$ cat config.mk
export PLATFORM = sky130hd
export DESIGN_NAME = btn_send_arb
export DESIGN_NICKNAME = d
export VERILOG_FILES = /design/src/rtl/btn_send_arb_pkg.sv /design/src/rtl/btn_send_arb_ack_sync.sv /design/src/rtl/btn_send_arb.sv
export SDC_FILE = /design/constraint.sdc
export NUM_CORES = 1
export LEC_CHECK = 0
export BUFFER_PORTS_ARGS = -buffer_cell sky130_fd_sc_hd__buf_2
export CAP_MARGIN = 20
export CORE_MARGIN = 3
export CORE_UTILIZATION = 45
export DETAILED_ROUTE_END_ITERATION = 7
export SYNTH_ARGS = -nofsm -noshare
export SYNTH_HDL_FRONTEND = slang
export SYNTH_HIERARCHICAL = 1
export SYNTH_SLANG_ARGS = --single-unit
$ cat constraint.sdc
create_clock -name clk_i -period 8.4 [get_ports clk_i]
set_input_delay 0.42 -clock clk_i [delete_from_list [all_inputs] [get_ports clk_i]]
set_output_delay 0.42 -clock clk_i [all_outputs]
set_load 0.005 [all_outputs]
$ cat src/rtl/btn_send_arb_pkg.sv
// Shared types and constants for the button-to-DDP send arbiter.
// Holds the handshake state enum, requester geometry, and the round-robin
// search helper used by the top-level arbiter.
package btn_send_arb_pkg;

    localparam int NREQ   = 4;
    localparam int ID_W   = 2;
    localparam int DROP_W = 8;

    typedef enum logic [1:0] {
        IDLE = 2'd0,
        REQ  = 2'd1,
        REL  = 2'd2
    } state_e;

    // First pending requester found when searching ptr, ptr+1, ... mod NREQ.
    // Returns ptr when nothing is pending; callers qualify with |pend.
    function automatic logic [ID_W-1:0] rr_pick(input logic [NREQ-1:0] pend,
                                                 input logic [ID_W-1:0] ptr);
        logic [ID_W-1:0] idx;
        logic            found;
        rr_pick = ptr;
        found   = 1'b0;
        for (int k = 0; k < NREQ; k++) begin
            idx = ptr + ID_W'(k);
            if (!found && pend[idx]) begin
                rr_pick = idx;
                found   = 1'b1;
            end
        end
    endfunction

    // Number of set bits in a requester vector (0..NREQ).
    function automatic logic [2:0] popcount_req(input logic [NREQ-1:0] v);
        popcount_req = 3'd0;
        for (int k = 0; k < NREQ; k++) begin
            popcount_req = popcount_req + {2'b00, v[k]};
        end
    endfunction

endpackage

$ cat src/rtl/btn_send_arb_ack_sync.sv
// Two-flop synchronizer bringing the DDP acknowledge into the clk_i domain.
// Both stages clear to 0 on reset so a reset never looks like an acknowledge.
module ack_sync (
    input  logic clk_i,
    input  logic rst_ni,
    input  logic d_i,
    output logic q_o
);

    logic meta_q;
    logic sync_q;

    // Plain two-stage shift; the first stage may go metastable, the second settles.
    always_ff @(posedge clk_i or negedge rst_ni) begin
        if (!rst_ni) begin
            meta_q <= 1'b0;
            sync_q <= 1'b0;
        end else begin
            meta_q <= d_i;
            sync_q <= meta_q;
        end
    end

    assign q_o = sync_q;

endmodule

$ cat src/rtl/btn_send_arb.sv
// Round-robin arbiter and four-phase Send/Ack sequencer between four button
// event sources and the DDP token-injection port. Each granted event becomes
// one packet {ID, SEQ}; SEQ is a per-requester counter.
// Optional feature macro: BTN_SEND_ARB_TIMEOUT_EN -- when defined, a REQ
// that sees no acknowledge for TIMEOUT cycles is abandoned, ERR latches, and
// the same packet (same SEQ) is re-queued for the requester.
module btn_send_arb
    import btn_send_arb_pkg::*;
#(
    parameter int DATA_W  = 16,
    parameter int TIMEOUT = 1000000
) (
    input  logic              clk_i,
    input  logic              rst_ni,
    input  logic [NREQ-1:0]   btn_ev_i,
    input  logic              ack_i,
    output logic              send_o,
    output logic [DATA_W-1:0] data_o,
    output logic              busy_o,
    output logic [DROP_W-1:0] drop_cnt_o,
    output logic              err_o
);

    localparam int SEQ_W = DATA_W - ID_W;

    // Handshake state and registered outputs
    state_e            state_q;
    logic              send_q;
    logic              busy_q;
    logic [DATA_W-1:0] data_q;
    logic [ID_W-1:0]   ptr_q;

    // Requester bookkeeping
    logic [NREQ-1:0]   pend_q;
    logic [NREQ-1:0]   pend_d;
    logic [SEQ_W-1:0]  seq_q [NREQ];
    logic [DROP_W-1:0] drop_cnt_q;
    logic [DROP_W-1:0] drop_cnt_d;
    logic [DROP_W:0]   drop_sum;
    logic [2:0]        drop_n;

    logic              ack_s;
    logic              any_pend;
    logic              grant;
    logic              timeout_hit;
    logic [ID_W-1:0]   win_id;
    logic [ID_W-1:0]   gnt_id;
    logic [NREQ-1:0]   clr_vec;
    logic [NREQ-1:0]   retry_vec;
    logic [NREQ-1:0]   drop_vec;

    ack_sync u_ack_sync (
        .clk_i  (clk_i),
        .rst_ni (rst_ni),
        .d_i    (ack_i),
        .q_o    (ack_s)
    );

    assign any_pend = |pend_q;
    assign win_id   = rr_pick(pend_q, ptr_q);
    // A new packet is only offered once the DDP has released ACK.
    assign grant    = (state_q == IDLE) && any_pend && !ack_s;
    // The ID of the packet in flight lives in the top bits of DATA.
    assign gnt_id   = data_q[DATA_W-1 -: ID_W];

`ifdef BTN_SEND_ARB_TIMEOUT_EN
    localparam int CNT_W = $clog2(TIMEOUT);

    logic [CNT_W-1:0] tmo_cnt_q;
    logic             err_q;

    // An acknowledge arriving on the final cycle still completes normally.
    assign timeout_hit = (state_q == REQ) && !ack_s && (tmo_cnt_q == CNT_W'(TIMEOUT - 1));

    // Count cycles spent in REQ; cleared whenever the FSM is elsewhere.
    always_ff @(posedge clk_i or negedge rst_ni) begin
        if (!rst_ni) begin
            tmo_cnt_q <= '0;
        end else if (state_q != REQ) begin
            tmo_cnt_q <= '0;
        end else begin
            tmo_cnt_q <= tmo_cnt_q + CNT_W'(1);
        end
    end

    // Sticky timeout flag for the ERR LED; only reset clears it.
    always_ff @(posedge clk_i or negedge rst_ni) begin
        if (!rst_ni) begin
            err_q <= 1'b0;
        end else if (timeout_hit) begin
            err_q <= 1'b1;
        end
    end

    assign err_o = err_q;
`else
    assign timeout_hit = 1'b0;
    assign err_o       = 1'b0;
`endif

    // Per-requester pending/clear/drop decisions. A new event beats a
    // same-cycle grant clear, so the requester stays queued.
    for (genvar gi = 0; gi < NREQ; gi++) begin : g_req
        assign clr_vec[gi]   = grant && (win_id == ID_W'(gi));
        assign retry_vec[gi] = timeout_hit && (gnt_id == ID_W'(gi));
        assign pend_d[gi]    = btn_ev_i[gi] | retry_vec[gi] | (pend_q[gi] & ~clr_vec[gi]);
        assign drop_vec[gi]  = btn_ev_i[gi] & pend_q[gi] & ~clr_vec[gi];
    end

    // Several requesters can lose an event in the same cycle; add them all and saturate.
    always_comb begin
        drop_n     = popcount_req(drop_vec);
        drop_sum   = {1'b0, drop_cnt_q} + {{(DROP_W - 2){1'b0}}, drop_n};
        drop_cnt_d = drop_sum[DROP_W] ? {DROP_W{1'b1}} : drop_sum[DROP_W-1:0];
    end

    // Pending flags, drop counter and sequence numbers. SEQ advances at grant;
    // a timed-out packet restores its SEQ from DATA so the retry reuses it.
    always_ff @(posedge clk_i or negedge rst_ni) begin
        if (!rst_ni) begin
            pend_q     <= '0;
            drop_cnt_q <= '0;
            for (int i = 0; i < NREQ; i++) begin
                seq_q[i] <= '0;
            end
        end else begin
            pend_q     <= pend_d;
            drop_cnt_q <= drop_cnt_d;
            for (int i = 0; i < NREQ; i++) begin
                if (clr_vec[i]) begin
                    seq_q[i] <= seq_q[i] + SEQ_W'(1);
                end else if (retry_vec[i]) begin
                    seq_q[i] <= data_q[SEQ_W-1:0];
                end
            end
        end
    end

    // Handshake FSM: IDLE -> REQ (SEND high) -> REL (wait ACK low) -> IDLE.
    // SEND, DATA and BUSY are registered alongside the state.
    always_ff @(posedge clk_i or negedge rst_ni) begin
        if (!rst_ni) begin
            state_q <= IDLE;
            send_q  <= 1'b0;
            busy_q  <= 1'b0;
            data_q  <= '0;
            ptr_q   <= '0;
        end else begin
            unique case (state_q)
                IDLE: begin
                    if (grant) begin
                        state_q <= REQ;
                        send_q  <= 1'b1;
                        busy_q  <= 1'b1;
                        data_q  <= {win_id, seq_q[win_id]};
                        ptr_q   <= win_id + ID_W'(1);
                    end
                end
                REQ: begin
                    if (ack_s || timeout_hit) begin
                        state_q <= REL;
                        send_q  <= 1'b0;
                    end
                end
                REL: begin
                    if (!ack_s) begin
                        state_q <= IDLE;
                        busy_q  <= 1'b0;
                    end
                end
                default: begin
                    state_q <= IDLE;
                    send_q  <= 1'b0;
                    busy_q  <= 1'b0;
                end
            endcase
        end
    end

    assign send_o     = send_q;
    assign data_o     = data_q;
    assign busy_o     = busy_q;
    assign drop_cnt_o = drop_cnt_q;

endmodule

==> summary.txt <==
Outcome
  • Status: finished, final reports clean

STA
  • Worst Max-Slew Pin Slew: 793 ps
  • Post-route setup slack: about 4500 ps
  • Final setup TNS: 0 ps
  • RSZ-0062 raised after global routing: false
  • Fin Hold WS: ~5.1 ps
  • Pins over their slew limit: 0
  • Final worst-path cycle share: 0.466
  • Final number of hold-violating endpoints: 0
  • Post-route minimum period: 3920 ps
  • Max Freq: around 260 MHz
  • Final setup fails: 0
  • Worst clock skew: 12.1 ps
  • Slew margin rel.: 0.470

Worst setup path
  • Worst Setup Start Kind: flop
  • End of the worst register-to-register path: drop_cnt_o[1]$_DFF_PN0_
  • Critical path type: reg -> reg
  • R2R cell count: 14
  • Worst-path fanout max: 19
  • Reg2reg setup slack: 4480 ps
  • Data arrival time at the worst-slack endpoint: about 4200 ps
  • CP required: 8680 ps
  • Critical path endpoint category: flop
  • RR Startpoint: pend_q[2]$_DFF_PN0_

Power and ir drop
  • Sw frac: 0.359
  • Overall Power: approximately 1400 uW
  • Gate power share: 0.333
  • Peak VDD IR: ~0.00016 V
  • Power density over the cells: between 200 and 300 mW/mm2
  • Register share of total power: 0.444
  • Clock share of power: 0.222
  • Leakage Power: 0.00235 uW
  • Power Internal: 908 uW
  • Switching power total: ~500 uW

Run
  • Maxcap violations: 0

Final layout
  • Area delta synth->final: 9.95%
  • Most frequent cells in the layout: 92 x dfrtp_1, 50 x nand2_1, 37 x xnor2_1
  • Share of cells above drive strength 1: 0.160
  • Most common cell after layout, fill and taps aside: dfrtp_1
  • Footprint of the multi-input gates: 0.00208 mm2
  • Final core utilization: 0.523
  • Antenna cell count: 0
  • # fillers: 889
  • Fin nets: 453
  • Storage element area: ~0.0023 mm2

Die
  • Core Area: 0.00946 mm2
  • Full die area: 0.0112 mm2
  • Initial Util: 0.476
  • I/O pin total: 34
  • Die Height: 106 um
  • Std-Cell Rows: 35
  • Width of the chip: 106 um

Route
  • DR WL/cell: 16.2 um
  • Antenna viol nets, final: 0
  • Final wirelength: 9.16 mm
  • Vias: 3,004
  • Initial drt markers: around 140
  • Via/cell ratio: 5.30
  • First-pass DRT Iterations: 4
  • # DRC: 0

Logic synthesis
  • Syn Nets: between 400 and 500
  • Xor/xnor cell area share of the yosys netlist: 0.111
  • Number of synthesized register bits: 92
  • Synthesized instance count: 402
  • Post-synth EDFFs: 0
  • Largest family of logic cells by synthesized area: simple AND/OR/NAND/NOR gates
  • Main synth FF type: dfrtp_1
  • Post-Synth Adder-Cell Area: 0.0383
  • Synth cell types: 49
  • Ys async rst share: 1.00
  • Syn Std Cell Area: 0.00450 mm2
  • Compound-gate portion of the synthesized area: 0.0686
  • Mux cell area share after synthesis: 0.0659
  • Post-Synth Simple-Gate Area: 0.177
  • Syn_area_per_cell: 11.2 um2
  • Yosys warns: 6
  • Sequential share of the synthesized area: 0.511

GRT
  • Vias in the first global route: 2,963
  • Total grt overflow: 0
  • Tot GR Track Use: 0.175
  • Initial antenna violation count: 0
  • First-pass GRT wire length: 15.5 mm
  • Largest net degree at the start of global routing: 58

Clock tree
  • Root buffer cell: clkbuf_8
  • H-tree depth: 3
  • Worst-path clk slew: 90 ps
  • Clock latency on the worst-skew pair: 350 ps
  • Cts repair resizes: 0
  • Postcts setup bufs: 0
  • Number of CTS-inserted buffers: 9
  • CTS Hold Bufs: 0
  • CTS Sinks: 92
  • Clock buffer depth: 2
  • CTS tree: done

Placed design
  • Buffers on Ports: 32
  • DP HPWL: approximately 6.4 mm
  • Placer Congestion: 0.772
  • Pre-CTS setup slack: 4470 ps

Min path
  • Hold Crit Class: in -> async
[critical path, stage by stage (launching register included)]
cell	delay, ps
dfrtp_1	450
nor2b_1	190
o21ai_1	190
nand3_2	440
ha_1	430
nand3_2	140
nand3_1	120
fa_1	500
fa_1	440
inv_1	80
fa_1	230
nand2_1	110
nor2b_1	190
nand3_1	220
nand2b_1	130
[layout make-up]
| cell class | count | share of cell area |
|---|---|---|
| clock buffers | 11 | 0.0265 |
| clock inverters | 4 | 0.0152 |
| inverters | 7 | 0.00531 |
| multi-input cells | 290 | 0.420 |
| flip-flops and latches | 92 | 0.465 |
| well taps | 129 | 0.0326 |
| repair buffers | 34 | 0.0359 |
[metal layers]
layer  global-route usage  vias to the layer above  part of all wire
met5                    0                        -                 0
met4               0.0435                        0            0.0093
met3               0.0413                        7             0.030
met2                0.263                       40              0.44
met1                0.256                     1479              0.52
li1                     -                     1478                 -
[power groups by stage]
stage | combinational [uW] | clock, uW | sequential [uW]
final | 472 | 315 | 630
after floorplan | 361 | 0 | 610
after detailed placement | 469 | 0 | 636
after CTS | 475 | 328 | 628
after global placement | 464 | 0 | 632
after global routing | 529 | 348 | 644
[kinds of logic after synthesis]
family / Yosys count
compound gates: 40
xor+xnor: 57
fa+ha+maj: 12
buf+inv: 20
flops: 92
mux: 29
other cells: 1
simple gates: 151
[synth_stat cells (all sizes together), types with 9 or more instances]
cell type / count / area, um2
dfrtp: 92 / 2300
nand2: 53 / 206
xnor2: 37 / 324
nand3: 30 / 175
mux2i: 24 / 240
xor2: 20 / 175
nor2: 18 / 67.6
and3: 16 / 105
buf: 13 / 97.6
o221ai: 12 / 105
nand4: 11 / 75.1
ha: 9 / 113
[flip-flops by register name, summed over array words and instances, names as in the netlist]
register,count
ptr_q,2
busy_o,1
u_ack_sync/q_o,1
send_o,1
pend_q,4
seq_q,56
drop_cnt_o,8
state_q,2
u_ack_sync/meta_q,1
data_o,16
[worst max-delay path by stage]
stage / from / endpoint / slack [ps]
CTS: pend_q[1]$_DFF_PN0_ / drop_cnt_o[1]$_DFF_PN0_ / 4470
finish: pend_q[2]$_DFF_PN0_ / drop_cnt_o[1]$_DFF_PN0_ / 4480
detailed placement: pend_q[1]$_DFF_PN0_ / drop_cnt_o[1]$_DFF_PN0_ / 4470
global route: pend_q[1]$_DFF_PN0_ / drop_cnt_o[3]$_DFF_PN0_ / 4120
global placement: pend_q[1]$_DFF_PN0_ / drop_cnt_o[1]$_DFF_PN0_ / 4610
floorplan: pend_q[3]$_DFF_PN0_ / drop_cnt_o[1]$_DFF_PN0_ / 5010
[per-stage QoR]
step	std cells	cell area [um2]
2_1_floorplan	402	4500
3_3_place_gp	551	4740
3_5_place_dp	551	4740
4_1_cts	566	4940
5_1_grt	567	4950
6_report	567	4950
Note: power is estimated with default switching activity, not from simulation.
